`src/rtl/uart_tx_frame_if.sv`:
```
// Byte-source handshake into the UART transmitter: valid/ready with the word to send.
interface uart_tx_frame_if #(
  parameter int DATA_BITS = 8
) ();
  logic                 s_valid;
  logic [DATA_BITS-1:0] s_data;
  logic                 s_ready;

  modport master (output s_valid, output s_data, input  s_ready);
  modport slave  (input  s_valid, input  s_data, output s_ready);
endinterface

```
`src/rtl/uart_tx_frame.sv`:
```
// Parametrised UART transmitter: start, DATA_BITS data (LSB first), optional parity,
// STOP_BITS stop bits, CLK_DIV clocks per bit, gapless chaining on the last stop cycle.
module uart_tx_frame #(
  parameter int CLK_DIV   = 868,
  parameter int DATA_BITS = 8,
  parameter int PARITY    = 0,
  parameter int STOP_BITS = 1
) (
  input  logic             clk,
  input  logic             reset,
  uart_tx_frame_if.slave   bus,
  output logic             tx,
  output logic             busy,
  output logic             done
);
  localparam int BW = $clog2(CLK_DIV);
  localparam int DW = $clog2(DATA_BITS);
  localparam logic [BW-1:0] B_LAST = BW'(CLK_DIV - 1);
  localparam logic [DW-1:0] D_LAST = DW'(DATA_BITS - 1);
  localparam logic          S_LAST = 1'(STOP_BITS - 1);

  typedef enum logic [2:0] {IDLE, START, DATA, PAR, STOP} state_t;

  state_t               state, state_n;
  logic [BW-1:0]        bcnt, bcnt_n;
  logic [DW-1:0]        dcnt, dcnt_n;
  logic                 scnt, scnt_n;
  logic [DATA_BITS-1:0] shift, shift_n;
  logic                 par, par_n;
  logic                 tx_n, bit_end, last_stop, ready, accept;

  assign bit_end     = (bcnt == B_LAST);
  assign last_stop   = (state == STOP) && bit_end && (scnt == S_LAST);
  // Ready in the final stop cycle lets the next start bit follow with no mark gap.
  assign ready       = !reset && ((state == IDLE) || last_stop);
  assign accept      = bus.s_valid && ready;
  assign bus.s_ready = ready;
  assign busy        = (state != IDLE);

  always_comb begin
    state_n = state;
    bcnt_n  = bcnt;
    dcnt_n  = dcnt;
    scnt_n  = scnt;
    shift_n = shift;
    par_n   = par;
    if (state != IDLE) bcnt_n = bit_end ? '0 : bcnt + 1'b1;
    unique case (state)
      START: if (bit_end) state_n = DATA;
      DATA: if (bit_end) begin
        shift_n = {1'b0, shift[DATA_BITS-1:1]};
        if (dcnt == D_LAST) begin
          dcnt_n  = '0;
          state_n = (PARITY != 0) ? PAR : STOP;
        end else begin
          dcnt_n = dcnt + 1'b1;
        end
      end
      PAR: if (bit_end) state_n = STOP;
      STOP: if (bit_end) begin
        if (scnt == S_LAST) begin
          scnt_n  = 1'b0;
          state_n = IDLE;
        end else begin
          scnt_n = 1'b1;
        end
      end
      default: ;
    endcase
    if (accept) begin
      state_n = START;
      bcnt_n  = '0;
      dcnt_n  = '0;
      scnt_n  = 1'b0;
      shift_n = bus.s_data;
      par_n   = (PARITY == 1) ? ~^bus.s_data : ^bus.s_data;
    end
    // tx follows the next state so the line changes on the same edge as the state.
    unique case (state_n)
      START:   tx_n = 1'b0;
      DATA:    tx_n = shift_n[0];
      PAR:     tx_n = par_n;
      default: tx_n = 1'b1;
    endcase
  end

  always_ff @(posedge clk or posedge reset) begin
    if (reset) begin
      state <= IDLE;
      bcnt  <= '0;
      dcnt  <= '0;
      scnt  <= 1'b0;
      shift <= '0;
      par   <= 1'b0;
      tx    <= 1'b1;
      done  <= 1'b0;
    end else begin
      state <= state_n;
      bcnt  <= bcnt_n;
      dcnt  <= dcnt_n;
      scnt  <= scnt_n;
      shift <= shift_n;
      par   <= par_n;
      tx    <= tx_n;
      done  <= last_stop;
    end
  end
endmodule
```
`src/flat_wrapper.sv`:
```
// flat-port wrapper written by rule: the top's interface ports become plain ports
module uart_tx_frame_flat 
#(
  parameter int CLK_DIV   = 868,
  parameter int DATA_BITS = 8,
  parameter int PARITY    = 0,
  parameter int STOP_BITS = 1
)
  (clk, reset, tx, busy, done, bus_s_valid, bus_s_data, bus_s_ready);
  uart_tx_frame_if #(.DATA_BITS(DATA_BITS)) bus_i ();
  input  logic clk;
  input  logic reset;
  output logic tx;
  output logic busy;
  output logic done;
  input wire logic [$bits(bus_i.s_valid)-1:0] bus_s_valid;
  input wire logic [$bits(bus_i.s_data)-1:0] bus_s_data;
  output wire logic [$bits(bus_i.s_ready)-1:0] bus_s_ready;
  assign bus_i.s_valid = bus_s_valid;
  assign bus_i.s_data = bus_s_data;
  assign bus_s_ready = bus_i.s_ready;
  uart_tx_frame #(.CLK_DIV(CLK_DIV), .DATA_BITS(DATA_BITS), .PARITY(PARITY), .STOP_BITS(STOP_BITS)) u_core (.clk(clk), .reset(reset), .bus(bus_i), .tx(tx), .busy(busy), .done(done));
endmodule
```
`config.mk`:
```
export PLATFORM = sky130hd
export DESIGN_NAME = uart_tx_frame_flat
export DESIGN_NICKNAME = d
export VERILOG_FILES = /design/src/rtl/uart_tx_frame_if.sv /design/src/rtl/uart_tx_frame.sv /design/src/flat_wrapper.sv
export SDC_FILE = /design/constraint.sdc
export NUM_CORES = 1
export LEC_CHECK = 0
export CORE_ASPECT_RATIO = 1.75
export CORE_MARGIN = 4
export CORE_UTILIZATION = 50
export DETAILED_ROUTE_END_ITERATION = 10
export PLACE_DENSITY_LB_ADDON = 0.12
export SETUP_SLACK_MARGIN = 0.4
export SLEW_MARGIN = 20
export SYNTH_ARGS = -nofsm -noshare
export SYNTH_HDL_FRONTEND = slang
export SYNTH_SLANG_ARGS = --single-unit
```
`constraint.sdc`:
```
create_clock -name clk -period 2.15 [get_ports clk]
set_input_delay 0.43 -clock clk [delete_from_list [all_inputs] [get_ports clk]]
set_output_delay 0.43 -clock clk [all_outputs]
set_load 0.01 [all_outputs]
```
# Yosys cells after proc, flatten, opt, wreduce, memory -nomap -nowiden
# Cells that the tools add are included.
# W data, S select, Z words.
[classes] add_sub_neg=2 mul=0 n_div=0 magnitude_cmp=0 n_eq_ne=9 n_shift=0 n_mux=24 bitwise=1 reduce_logical=15
[op_table] op="$mux W3" n=11
[op_table] op="$mux W10" n=3
[op_table] op="$mux W8" n=3
[op_table] op="$eq A3 B2 Y1 const B" n=4
[op_table] op="$pmux W3 S4" n=1
[op_table] op="$add A10 B1 Y10 const B" n=1
[op_table] op="$eq A10 B10 Y1 const B" n=1
[op_table] op="$reduce_bool A2 Y1" n=4
[op_table] op="$reduce_xor A8 Y1" n=1
[op_table] op="$eq A3 B1 Y1 const B" n=2
[op_table] op="$eq A3 B3 Y1 const B" n=2
[op_table] op="$mux W1" n=5
[op_table] op="$logic_and A1 B1 Y1" n=4
[op_table] op="$reduce_and A2 Y1" n=2
[op_table] op="$add A3 B1 Y3 const B" n=1
[op_table] op="$logic_not A3 Y1" n=1
[op_table] op="$pmux W1 S3" n=1
[op_table] op="$reduce_bool A3 Y1" n=1
[op_table] op="$logic_not A1 Y1" n=1
[op_table] op="$logic_or A1 B1 Y1" n=1
[op_table] op="$not A1 Y1" n=1
[totals] ff_bits=28 latchBits=0 ram_bits=0 rom_bits=0 out_inout_bits=4 elab_cells=60 n_memories=0

# Longest topological paths before layout
[logic_depth] word_depth=9 ltp_mapped=8 ltp_nobuf=6

# Worst setup path before layout
# No wires, ideal clock.
[synth_timing] path_kind="reg-to-output" from="register u_core.bcnt[0]" to="output port bus_s_ready" arrival_ns=2.179 required_ns=1.720 setup_slack_ns=-0.459 stages_incl_launch_ff=6 path_buffers=1 cell_sequence="dfrtp_1 ha_1 or3b_4 or3_1 buf_6 a2111oi_0"
[synth_via] elab_chain_cells=5
[synth_lines] element="start, declared" line_no="uart_tx_frame.sv:25" text="logic [BW-1:0] bcnt, bcnt_n;"
[synth_lines] element="start signal, assigned" line_no="uart_tx_frame.sv:99" text="bcnt <= bcnt_n;"
[synth_lines] element="$eq A10 B10 Y1" line_no="uart_tx_frame.sv:32" text="assign bit_end = (bcnt == B_LAST);"
[synth_lines] element="$logic_and A1 B1 Y1 (2 in series)" line_no="uart_tx_frame.sv:33" text="assign last_stop = (state == STOP) && bit_end && (scnt == S_LAST);"
[synth_lines] element="$logic_or A1 B1 Y1" line_no="uart_tx_frame.sv:35" text="assign ready = !reset && ((state == IDLE) || last_stop);"
[synth_lines] element="$logic_and A1 B1 Y1" line_no="uart_tx_frame.sv:35"
[synth_lines] element="end, declared" line_no="flat_wrapper.sv:18" text="output wire logic [$bits(bus_i.s_ready)-1:0] bus_s_ready;"
# No other way between the ends.

# Worst setup path in the final report
# Ends and elaborated chain as after synthesis.

==> impl_metrics.env <==
export IMPL_root_buffer="clkbuf_8"
export IMPL_critPathRequiredTime_ps=1720
export IMPL_synth_top_area_cell="dfrtp_1"
export IMPL_startpoint_type="flop"
export IMPL_use_met3_pct=3.38
export IMPL_synth_most_common_cell="dfrtp_1"
export IMPL_post_route_period_util_pct=114
export IMPL_critPathArrivalTime_ps=2030
export IMPL_rsz0062_at_grt="yes"
export IMPL_viasPerCell=5.79
export IMPL_synth_area_leaders="dfrtp_1 (45%), xnor2_1 (5.4%), a22o_1 (4.8%), nand2_1 (4.7%), nor2_1 (3.9%)"
export IMPL_num_rows=25
export IMPL_ys_warn_count=0
export IMPL_die_y_um=79.3
export IMPL_final_nets=213
export IMPL_grt_pass1_vias=1433
export IMPL_ios=15
export IMPL_areaGrowthSynthToFinish_pct=45.8
export IMPL_setup_viol=17
export IMPL_grt_usage_pct=21.9
export IMPL_grt_max_degree=28
export IMPL_synth_main_ff_cell="dfrtp_1"
export IMPL_num_vias=1302
export IMPL_initial_core_util_pct=52.7
export IMPL_fillers=181
export IMPL_syn_cell_area_sq_mm=0.00145
export IMPL_layout_drive_gt1_share_pct=36.4
export IMPL_synthArstFlopShare_pct=100
export IMPL_use_met2_pct=43.6
export IMPL_cts_path_max_buffers=2
export IMPL_synth_common_cells="dfrtp_1 (26), nand2_1 (18), nor2_1 (15)"
export IMPL_grt_use_met1_pct=19.7
export IMPL_finalMaxSlewViolations=0
export IMPL_cts_inserted_buffers=3
export IMPL_drt_wl_total_um=3950
export IMPL_pre_cts_ws_ps=-517
export IMPL_tightest_slew_ps=388
export IMPL_cp_max_fo=2
export IMPL_route_detailed_drc=0
export IMPL_p_per_area_mw_per_mm2=806
export IMPL_core_sq_mm=0.00275
export IMPL_clock_skew_ps=6.19
export IMPL_max_freq_ghz=0.407
export IMPL_htree_levels=1
export IMPL_ys_ff_latch=27
export IMPL_cellLeakagePower_nw=0.992
export IMPL_syn_nets=159
export IMPL_synth_top_cell_area_share_pct=44.8
export IMPL_ir_drop_v=0.000730
export IMPL_final_min_clock_period_ps=2460
export IMPL_critPathKind="flop to primary output"
export IMPL_hold_violations=0
export IMPL_syn_avg_cell_area_sq_um=10.0
export IMPL_slew_headroom_pct=73.8
export IMPL_fin_util_pct=76.9
export IMPL_synth_cell_type_count=38
export IMPL_antenna_found_initial=0
export IMPL_status="complete, but fails checks"
export IMPL_grt_busiest_layer="met2"
export IMPL_clk_latency_ps=270
export IMPL_violations="negative setup slack"
export IMPL_clk_pin_slew_ps=90
export IMPL_path_cells="ha_4 > or3b_4 > or3_4 > a2111oi_4 > buf_2"
export IMPL_ctsHoldBuffers=0
export IMPL_cpPeakStageDelay_ps=410
export IMPL_grt_pass1_wl_um=6450
export IMPL_cts_tree="done"
export IMPL_max_cap_viol_count=0
export IMPL_crit_path_end_kind="primary output"
export IMPL_yosysSeqAreaShare_pct=46.6
export IMPL_synth_edff_count=0
export IMPL_holdWs_ps=488
export IMPL_dp_hpwl_um=2560
export IMPL_clock_sinks=27
export IMPL_diodes=0
export IMPL_slowest_stage="dfrtp_1"
export IMPL_wl_per_cell_um=17.6
export IMPL_place_congestion=0.804
export IMPL_hold_path_class="flop to flop"
export IMPL_fin_total_pwr_mw=1.71
export IMPL_syn_inst=145
export IMPL_port_buffers=14
export IMPL_antenna_left=0
export IMPL_die_w_um=48.7
export IMPL_dieArea_sq_mm=0.00386
export IMPL_grt_overflow_total=0
export IMPL_dr_first_iter_drc_count=30
export IMPL_fin_ws_ps=-306
export IMPL_drtPass1Iterations=4
## per-layer routing
| layer | wire [um] | vias up |
|---|---|---|
| met2 | 2340 | 24 |
| met3 | 103 | 12 |
| met4 | 133 | 0 |
| met1 | 1370 | 645 |
| met5 | 0 | - |
| li1 | - | 621 |
## per-stage QoR
| stage | cells | instance area [sq um] | TNS, ps |
|---|---|---|---|
| 2_1_floorplan | 145 | 1480 | -226 |
| 3_3_place_gp | 207 | 1820 | -967 |
| 3_5_place_dp | 207 | 1820 | -1700 |
| 4_1_cts | 221 | 2030 | -583 |
| 5_1_grt | 225 | 2120 | -2850 |
| 6_report | 225 | 2120 | -1440 |
## worst max-delay path, delay by kind of cell, from the launching register on
family                   cells  cell delay, ps
buffers and inverters        1             180
adder cells (fa/ha/maj)      1             150
flip-flops                   1             410
AND/OR/NAND/NOR              2             730
AO/OA/AOI/OAI                1             280
## layout make-up
| type | instances | area [sq um] | share of cell area [%] |
|---|---|---|---|
| inverter | 3 | 11.3 | 0.532 |
| multi-input combinational | 111 | 871 | 41.2 |
| tap | 27 | 33.8 | 1.60 |
| timing repair buffer | 53 | 478 | 22.6 |
| sequential | 27 | 677 | 32.0 |
| clock buffer | 4 | 45.0 | 2.13 |
## flip-flops by register name, indices dropped and copies added, names as in the netlist
| register | cells |
|---|---|
| u_core.par | 1 |
| u_core.state | 3 |
| u_core.bcnt | 10 |
| u_core.dcnt | 3 |
| u_core.tx | 1 |
| u_core.done | 1 |
| u_core.shift | 8 |
## worst paths after layout
kind	from	to	slack (ps)	cells after the start
worst max-delay path	u_core.bcnt[0]$_DFFE_PP0P_	bus_s_ready	-310	5
worst min-delay path	u_core.shift[1]$_DFFE_PP0P_	u_core.shift[1]$_DFFE_PP0P_	490	1
worst max register to register	u_core.bcnt[0]$_DFFE_PP0P_	u_core.tx$_DFF_PP1_	-210	8
worst min register to register	u_core.shift[1]$_DFFE_PP0P_	u_core.shift[1]$_DFFE_PP0P_	490	1
max in group asynchronous	reset	u_core.tx$_DFF_PP1_	1220	3
min in group asynchronous	reset	u_core.state[0]$_DFF_PP0_	630	3
## placed cells by master, fill, tap and decap left out, types with 3 or more instances in the layout
master	synthesis	routed
nand2_2	0	3
dfrtp_1	26	26
buf_6	1	9
a21o_1	6	6
xor2_1	4	4
a22o_1	8	8
xnor2_1	9	9
nand2_1	18	15
clkbuf_8	0	3
a21oi_1	6	5
nand4_1	3	3
clkdlybuf4s50_1	0	11
nor2_1	15	13
nor3_1	5	3
o21ai_1	1	6
buf_4	1	29
## what timing repair did
item | in CTS | in global routing
setup buffers | 10 | 4
gates resized for setup | 35 | 14
pin swaps | 11 | 13
setup endpoints to repair | 29 | 29
## report_power, final
| group | leakage, nW | internal [mW] | switching (mW) |
|---|---|---|---|
| registers | 0.343 | 0.652 | 0.0877 |
| logic | 0.627 | 0.380 | 0.301 |
| clock network | 0.0228 | 0.133 | 0.152 |
| total | 0.992 | 1.17 | 0.541 |
## cells by family (layout without fill, tap and decap cells)
family | after synthesis | count (layout) | share of synthesized area, %
adder cells (fa/ha/maj) | 3 | 3 | 2.59
XOR/XNOR | 13 | 13 | 7.84
AND/OR/NAND/NOR | 56 | 56 | 20.7
flip-flops | 27 | 27 | 46.6
AO/OA/AOI/OAI | 36 | 36 | 17.4
buffers and inverters | 7 | 60 | 2.59
multiplexers | 3 | 3 | 2.24
Note: power is estimated with default switching activity, not from simulation.
